`src/rtl/systolic_array_ctrl.sv`:
```
//======================================================================
// Module   : systolic_array_ctrl
// Brief    : Job sequencer for a systolic_array: operand feed with
//            diagonal skew, zero flush, done pulse and result capture.
//            Optional perf counters are built when SA_CTRL_PERF_EN is defined.
// Revision : 1.0 - initial release
//======================================================================
`default_nettype none

module systolic_array_ctrl #(
    parameter int WIDTH      = 16,
    parameter int ARR_HEIGHT = 4,
    parameter int ARR_WIDTH  = 4,
    parameter int K_BITS     = 8,
    parameter int PE_LAT     = 2
) (
    input  logic                                  clk,
    input  logic                                  reset,
    input  logic                                  start,
    input  logic [K_BITS-1:0]                     k_len,
    output logic                                  busy,
    input  logic                                  op_valid,
    output logic                                  op_ready,
    input  logic [ARR_HEIGHT*WIDTH-1:0]           op_a,
    input  logic [ARR_WIDTH*WIDTH-1:0]            op_b,
    output logic [ARR_HEIGHT*WIDTH-1:0]           sa_in_a,
    output logic [ARR_WIDTH*WIDTH-1:0]            sa_in_b,
    output logic                                  sa_done,
    input  logic [ARR_HEIGHT*ARR_WIDTH*WIDTH-1:0] sa_out_c,
    output logic                                  res_valid,
    input  logic                                  res_ready,
    output logic [ARR_HEIGHT*ARR_WIDTH*WIDTH-1:0] res_c
`ifdef SA_CTRL_PERF_EN
    ,
    output logic [31:0]                           perf_cycles,
    output logic [31:0]                           perf_bubbles
`endif
);

    localparam int c_flush_cycles = ARR_HEIGHT + ARR_WIDTH - 1 + PE_LAT;
    localparam int c_flush_w      = $clog2(ARR_HEIGHT + ARR_WIDTH + PE_LAT);
    localparam logic [c_flush_w-1:0] c_flush_last = c_flush_w'(c_flush_cycles - 1);

    typedef enum logic [2:0] {
        S_IDLE    = 3'd0,
        S_FEED    = 3'd1,
        S_FLUSH   = 3'd2,
        S_DONE    = 3'd3,
        S_CAPTURE = 3'd4,
        S_RESULT  = 3'd5
    } state_t;

    state_t                  r_state;
    state_t                  w_state_nxt;
    logic [K_BITS-1:0]       r_k_len;
    logic [K_BITS-1:0]       r_beat_cnt;
    logic [c_flush_w-1:0]    r_flush_cnt;
    logic                    w_start_ok;
    logic                    w_accept;
    logic                    w_last_beat;
    logic [ARR_HEIGHT*WIDTH-1:0] w_feed_a;
    logic [ARR_WIDTH*WIDTH-1:0]  w_feed_b;

    assign w_start_ok  = (r_state == S_IDLE) && start && (k_len != '0);
    assign w_accept    = (r_state == S_FEED) && op_valid;
    assign w_last_beat = w_accept && (r_beat_cnt == (r_k_len - K_BITS'(1)));

    // Non-accepting cycles inject zeros on both edges so bubbles add nothing.
    assign w_feed_a = w_accept ? op_a : '0;
    assign w_feed_b = w_accept ? op_b : '0;

    always_ff @(posedge clk or negedge reset) begin
        if (!reset) begin
            r_state <= S_IDLE;
        end else begin
            r_state <= w_state_nxt;
        end
    end

    always_comb begin
        w_state_nxt = r_state;
        busy        = 1'b1;
        op_ready    = 1'b0;
        sa_done     = 1'b0;
        res_valid   = 1'b0;
        unique case (r_state)
            S_IDLE: begin
                busy = 1'b0;
                if (w_start_ok) w_state_nxt = S_FEED;
            end
            S_FEED: begin
                op_ready = 1'b1;
                if (w_last_beat) w_state_nxt = S_FLUSH;
            end
            S_FLUSH: begin
                if (r_flush_cnt == c_flush_last) w_state_nxt = S_DONE;
            end
            S_DONE: begin
                sa_done     = 1'b1;
                w_state_nxt = S_CAPTURE;
            end
            S_CAPTURE: begin
                w_state_nxt = S_RESULT;
            end
            S_RESULT: begin
                res_valid = 1'b1;
                if (res_ready) w_state_nxt = S_IDLE;
            end
            default: begin
                w_state_nxt = S_IDLE;
            end
        endcase
    end

    always_ff @(posedge clk or negedge reset) begin
        if (!reset) begin
            r_k_len     <= '0;
            r_beat_cnt  <= '0;
            r_flush_cnt <= '0;
        end else begin
            if (w_start_ok) begin
                r_k_len    <= k_len;
                r_beat_cnt <= '0;
            end else if (w_accept) begin
                r_beat_cnt <= r_beat_cnt + K_BITS'(1);
            end
            if (r_state == S_FLUSH) begin
                r_flush_cnt <= r_flush_cnt + c_flush_w'(1);
            end else begin
                r_flush_cnt <= '0;
            end
        end
    end

    // Row lane i: i skew stages plus the shared output register.
    for (genvar gi = 0; gi < ARR_HEIGHT; gi++) begin : g_skew_a
        logic [WIDTH-1:0] r_pipe [gi+1];
        always_ff @(posedge clk or negedge reset) begin
            if (!reset) begin
                for (int s = 0; s <= gi; s++) r_pipe[s] <= '0;
            end else begin
                r_pipe[0] <= w_feed_a[gi*WIDTH +: WIDTH];
                for (int s = 1; s <= gi; s++) r_pipe[s] <= r_pipe[s-1];
            end
        end
        assign sa_in_a[gi*WIDTH +: WIDTH] = r_pipe[gi];
    end

    for (genvar gj = 0; gj < ARR_WIDTH; gj++) begin : g_skew_b
        logic [WIDTH-1:0] r_pipe [gj+1];
        always_ff @(posedge clk or negedge reset) begin
            if (!reset) begin
                for (int s = 0; s <= gj; s++) r_pipe[s] <= '0;
            end else begin
                r_pipe[0] <= w_feed_b[gj*WIDTH +: WIDTH];
                for (int s = 1; s <= gj; s++) r_pipe[s] <= r_pipe[s-1];
            end
        end
        assign sa_in_b[gj*WIDTH +: WIDTH] = r_pipe[gj];
    end

    always_ff @(posedge clk or negedge reset) begin
        if (!reset) begin
            res_c <= '0;
        end else if (r_state == S_CAPTURE) begin
            res_c <= sa_out_c;
        end
    end

`ifdef SA_CTRL_PERF_EN
    logic [31:0] r_perf_cycles;
    logic [31:0] r_perf_bubbles;

    // Cycles are counted over FEED and FLUSH, i.e. from FEED entry until DONE.
    always_ff @(posedge clk or negedge reset) begin
        if (!reset) begin
            r_perf_cycles  <= '0;
            r_perf_bubbles <= '0;
        end else if (w_start_ok) begin
            r_perf_cycles  <= '0;
            r_perf_bubbles <= '0;
        end else begin
            if ((r_state == S_FEED) || (r_state == S_FLUSH)) begin
                r_perf_cycles <= r_perf_cycles + 32'd1;
            end
            if ((r_state == S_FEED) && !op_valid) begin
                r_perf_bubbles <= r_perf_bubbles + 32'd1;
            end
        end
    end

    assign perf_cycles  = r_perf_cycles;
    assign perf_bubbles = r_perf_bubbles;
`endif

endmodule

`default_nettype wire

```
`config.mk`:
```
export PLATFORM = sky130hd
export DESIGN_NAME = systolic_array_ctrl
export DESIGN_NICKNAME = d
export VERILOG_FILES = /design/src/rtl/systolic_array_ctrl.sv
export SDC_FILE = /design/constraint.sdc
export NUM_CORES = 1
export LEC_CHECK = 0
export BUFFER_PORTS_ARGS = -buffer_cell sky130_fd_sc_hd__buf_4
export CORE_AREA = 4 4 299 301
export CTS_BUF_LIST = sky130_fd_sc_hd__clkbuf_8
export CTS_CLUSTER_SIZE = 12
export DETAILED_ROUTE_END_ITERATION = 10
export DIE_AREA = 0 0 303 305
export MAX_ROUTING_LAYER = met4
export PLACE_DENSITY = 0.43
export SETUP_SLACK_MARGIN = 0.4
export SYNTH_ARGS = -nofsm -noshare
export SYNTH_HDL_FRONTEND = slang
export SYNTH_SLANG_ARGS = --single-unit
export TNS_END_PERCENT = 20
```
`constraint.sdc`:
```
create_clock -name clk -period 1.72 [get_ports clk]
set_clock_uncertainty 0.15 [all_clocks]
set_input_delay 0.172 -clock clk [delete_from_list [all_inputs] [get_ports clk]]
set_output_delay 0.172 -clock clk [all_outputs]
set_load 0.02 [all_outputs]
```
==> results.json <==
{
  "drc": 0,
  "syn_avg_cell_area_sq_um": 16.59,
  "start_kind": "flop",
  "status": "finished, violations left",
  "rr_worst_depth": 11,
  "slew_viol_final": 0,
  "wl_per_cell_um": 19.17,
  "grt_pass1_wl_um": 108000,
  "slew_headroom_pct": 68.35,
  "tightest_slew_ns": 0.4748,
  "drt-pass1-iter-count": 4,
  "ys_seq_area_share_pct": 73.89,
  "dominantRegCellSynth": "dfrtp_1",
  "slowest_delay_ns": 0.40,
  "arrival_ns": 2.67,
  "wirelength_um": 75600,
  "synthDistinctLibCells": 38,
  "finalCriticalPeriod_ns": 2.263,
  "hp-class": "in2async",
  "holdWs_ns": -0.2010,
  "grtUsageTotal_pct": 16.01,
  "crit_cells": 11,
  "worst-path-buf-inv": 9,
  "ios": 785,
  "clock_tree.root_cell": "clkbuf_8",
  "post_drt_via_cell_ratio": 3.952,
  "ir_worst_vdd_mv": 0.8301,
  "cp_top_family": "buffers and inverters",
  "rows": 108,
  "max_freq_mhz": 441.8,
  "top_usage_layer": "met2",
  "die_w_um": 303,
  "required_ns": 2.13,
  "drive_gt1_share_pct": 48.85,
  "worstSetupEndpointType": "flop",
  "antenna_found_initial": 12,
  "grt_max_degree": 82,
  "finalHoldViolCount": 21,
  "finalNonFillerCells": 3943,
  "nets": 3094,
  "area_growth_pct": 88.29,
  "gr-usage-met2_pct": 27.34,
  "dr_total_vias": 15580,
  "power_w": 0.05463,
  "violations": "negative hold slack, negative setup slack",
  "syn-cell-area_sq_um": 20290,
  "ys_ff_latch": 599,
  "clk_pin_slew_worst_paths_ns": 0.06,
  "crit_path_frequent_cell": "buf_12",
  "use_met1_pct": 17.09,
  "slowest_stage": "dfrtp_1",
  "syn_inst": 1223,
  "hpwlAfterDp_um": 49210,
  "cts.hold.buffers_added": 579,
  "yosysWarnings": 0,
  "insertion_delay_ns": 0.71,
  "die_h_um": 305,
  "min_period_over_period_pct": 131.6,
  "finalSetupViolations": 391,
  "h-tree-depth": 3,
  "cts_buffers": 107,
  "synth_edf_count": 0,
  "drt_iter0_drc": 638,
  "portBuffers": 784,
  "dp.cells": 3084,
  "setup_ws_ns": -0.5434,
  "start_util_pct": 23.42,
  "cap_viol_max_count": 0,
  "critPathMaxFanout": 6,
  "core_area_sq_um": 86620,
  "worstPathCellList": "buf_4 > buf_6 > buf_6 > nor3_4 > buf_12 > buf_16 > buf_12 > buf_12 > buf_12 > buf_16 > mux2_4",
  "num-fill-cells": 7758,
  "grt_pass1_vias": 17630,
  "p_per_area_nw_per_um2": 1430,
  "async_reset_ff_share_pct": 100.0,
  "synthesis.nets": 1624,
  "die_area_sq_um": 92420,
  "rsz0062_at_grt": "yes",
  "overflow": 0,
  "antenna_left": 0,
  "p_leak_nw": 19.01,
  "met3_usage_pct": 4.926,
  "cts_tree": "yes",
  "gp_congestion": 0.8313,
  "path_class": "reg2reg",
  "numClockSinks": 599,
  "ctsLongestPathBuffers": 3
}
## worst paths after layout
check,from,end,slack (ns)
worst max-delay path,r_state[1]$_DFFE_PN0P_,res_c[29]$_DFFE_PN0P_,-0.54
worst max register to register,r_state[1]$_DFFE_PN0P_,res_c[29]$_DFFE_PN0P_,-0.54
worst min-delay path,reset,res_c[41]$_DFFE_PN0P_,-0.20
min in group clk,sa_out_c[237],res_c[237]$_DFFE_PN0P_,0.09
worst min register to register,g_skew_b[3].r_pipe[47]$_DFF_PN0_,g_skew_b[3].r_pipe[31]$_DFF_PN0_,0.18
max in group asynchronous,reset,g_skew_b[0].r_pipe[11]$_DFF_PN0_,0.80
## flip-flops by register name, summed over array words and instances (netlist names)
name	flops
g_skew_b.r_pipe	112
g_skew_a.r_pipe	112
r_beat_cnt	8
r_k_len	8
r_state	3
r_flush_cnt	4
sa_in_a	48
res_c	256
sa_in_b	48
## worst register-to-register path: stages, from the launching register on
cell and delay [ns]:
dfrtp_1 0.40, buf_4 0.14, buf_6 0.10, buf_6 0.11, nor3_4 0.15, buf_12 0.14, buf_16 0.12, buf_12 0.12
buf_12 0.12, buf_12 0.11, buf_16 0.13, mux2_4 0.32
## cells in the final DEF (no fill, tap or decap), types with 3 or more instances in the layout
cell type / n
and2_1: 125
buf_12: 43
buf_16: 27
buf_4: 693
buf_6: 144
buf_8: 10
bufinv_16: 3
clkbuf_16: 6
clkbuf_8: 129
clkinv_2: 8
dfrtp_1: 595
dfrtp_2: 4
diode_2: 14
dlygate4sd3_1: 579
ha_1: 4
inv_1: 52
mux2_2: 104
mux2_4: 158
nand2_1: 9
nor2_1: 10
o21ai_0: 7
xnor2_1: 8
xor2_1: 9
## logic make-up after synthesis
kind of cell | count (synthesis) | share of synthesized area [%]
AND/OR/NAND/NOR | 174 | 5.279
multiplexers | 263 | 14.59
flip-flops | 599 | 73.89
buffers and inverters | 148 | 4.718
XOR/XNOR | 17 | 0.7340
AO/OA/AOI/OAI | 18 | 0.5428
adder cells (fa/ha/maj) | 4 | 0.2467
## cell type report
type / instances / area [sq um] / share of cell area [%]
diodes: 14 / 35.03 / 0.09171
clock buffers: 129 / 1775 / 4.648
clock inverters: 61 / 340.3 / 0.8909
inverters: 6 / 22.52 / 0.05896
multi-input cells: 476 / 5030 / 13.17
flip-flops and latches: 599 / 14990 / 39.25
well taps: 1155 / 1445 / 3.783
repair buffers: 1503 / 14560 / 38.11
## synth_stat cells, types with 4 or more instances
library cell | count | area (sq um)
buf_4 | 97 | 728.2
mux2_2 | 262 | 2950
ha_1 | 4 | 50.05
nor2_1 | 12 | 45.04
nand2_1 | 10 | 37.54
dfrtp_1 | 599 | 14990
o21ai_0 | 8 | 40.04
xor2_1 | 9 | 78.83
and2_1 | 128 | 800.8
buf_2 | 30 | 150.1
inv_1 | 6 | 22.52
clkbuf_1 | 15 | 56.30
xnor2_1 | 8 | 70.07
## through the flow
stage	setup WS, ns	hold WS (ns)	setup TNS [ns]	utilization [%]	area (sq um)
2_1_floorplan	-0.001104	-0.2736	-0.001104	-	20390
5_1_grt	-0.6220	-0.2376	-150.53	44.09	38190
3_5_place_dp	-0.1693	-0.05064	-25.71	31.64	27410
3_3_place_gp	-0.1922	-0.05343	-16.71	31.64	27410
6_report	-0.5434	-0.2010	-120.13	44.10	38200
4_1_cts	-0.6218	-0.2806	-144.92	42.73	37010
## layer usage
metal / share of wire [%] / vias to the layer above
met2: 51 / 625
met3: 7.5 / 182
met4: 4.0 / 0
li1: - / 6947
met1: 38 / 7828
met5: 0 / -
## power by group
| group | internal, W | switching [W] | leakage, nW |
|---|---|---|---|
| clock | 0.00719 | 0.00589 | 1.26 |
| sequential | 0.0185 | 0.00263 | 8.02 |
| combinational | 0.0109 | 0.00952 | 9.73 |
| total | 0.0366 | 0.0180 | 19.0 |
## repair_timing
item	in CTS	in global routing
hold endpoints to repair	1002	21
endpoints found under the setup margin	793	795
setup buffers	38	6
pin swaps	8	5
cloned	23	9
gates resized for setup	151	243
Power figures use the tool's default switching activity.
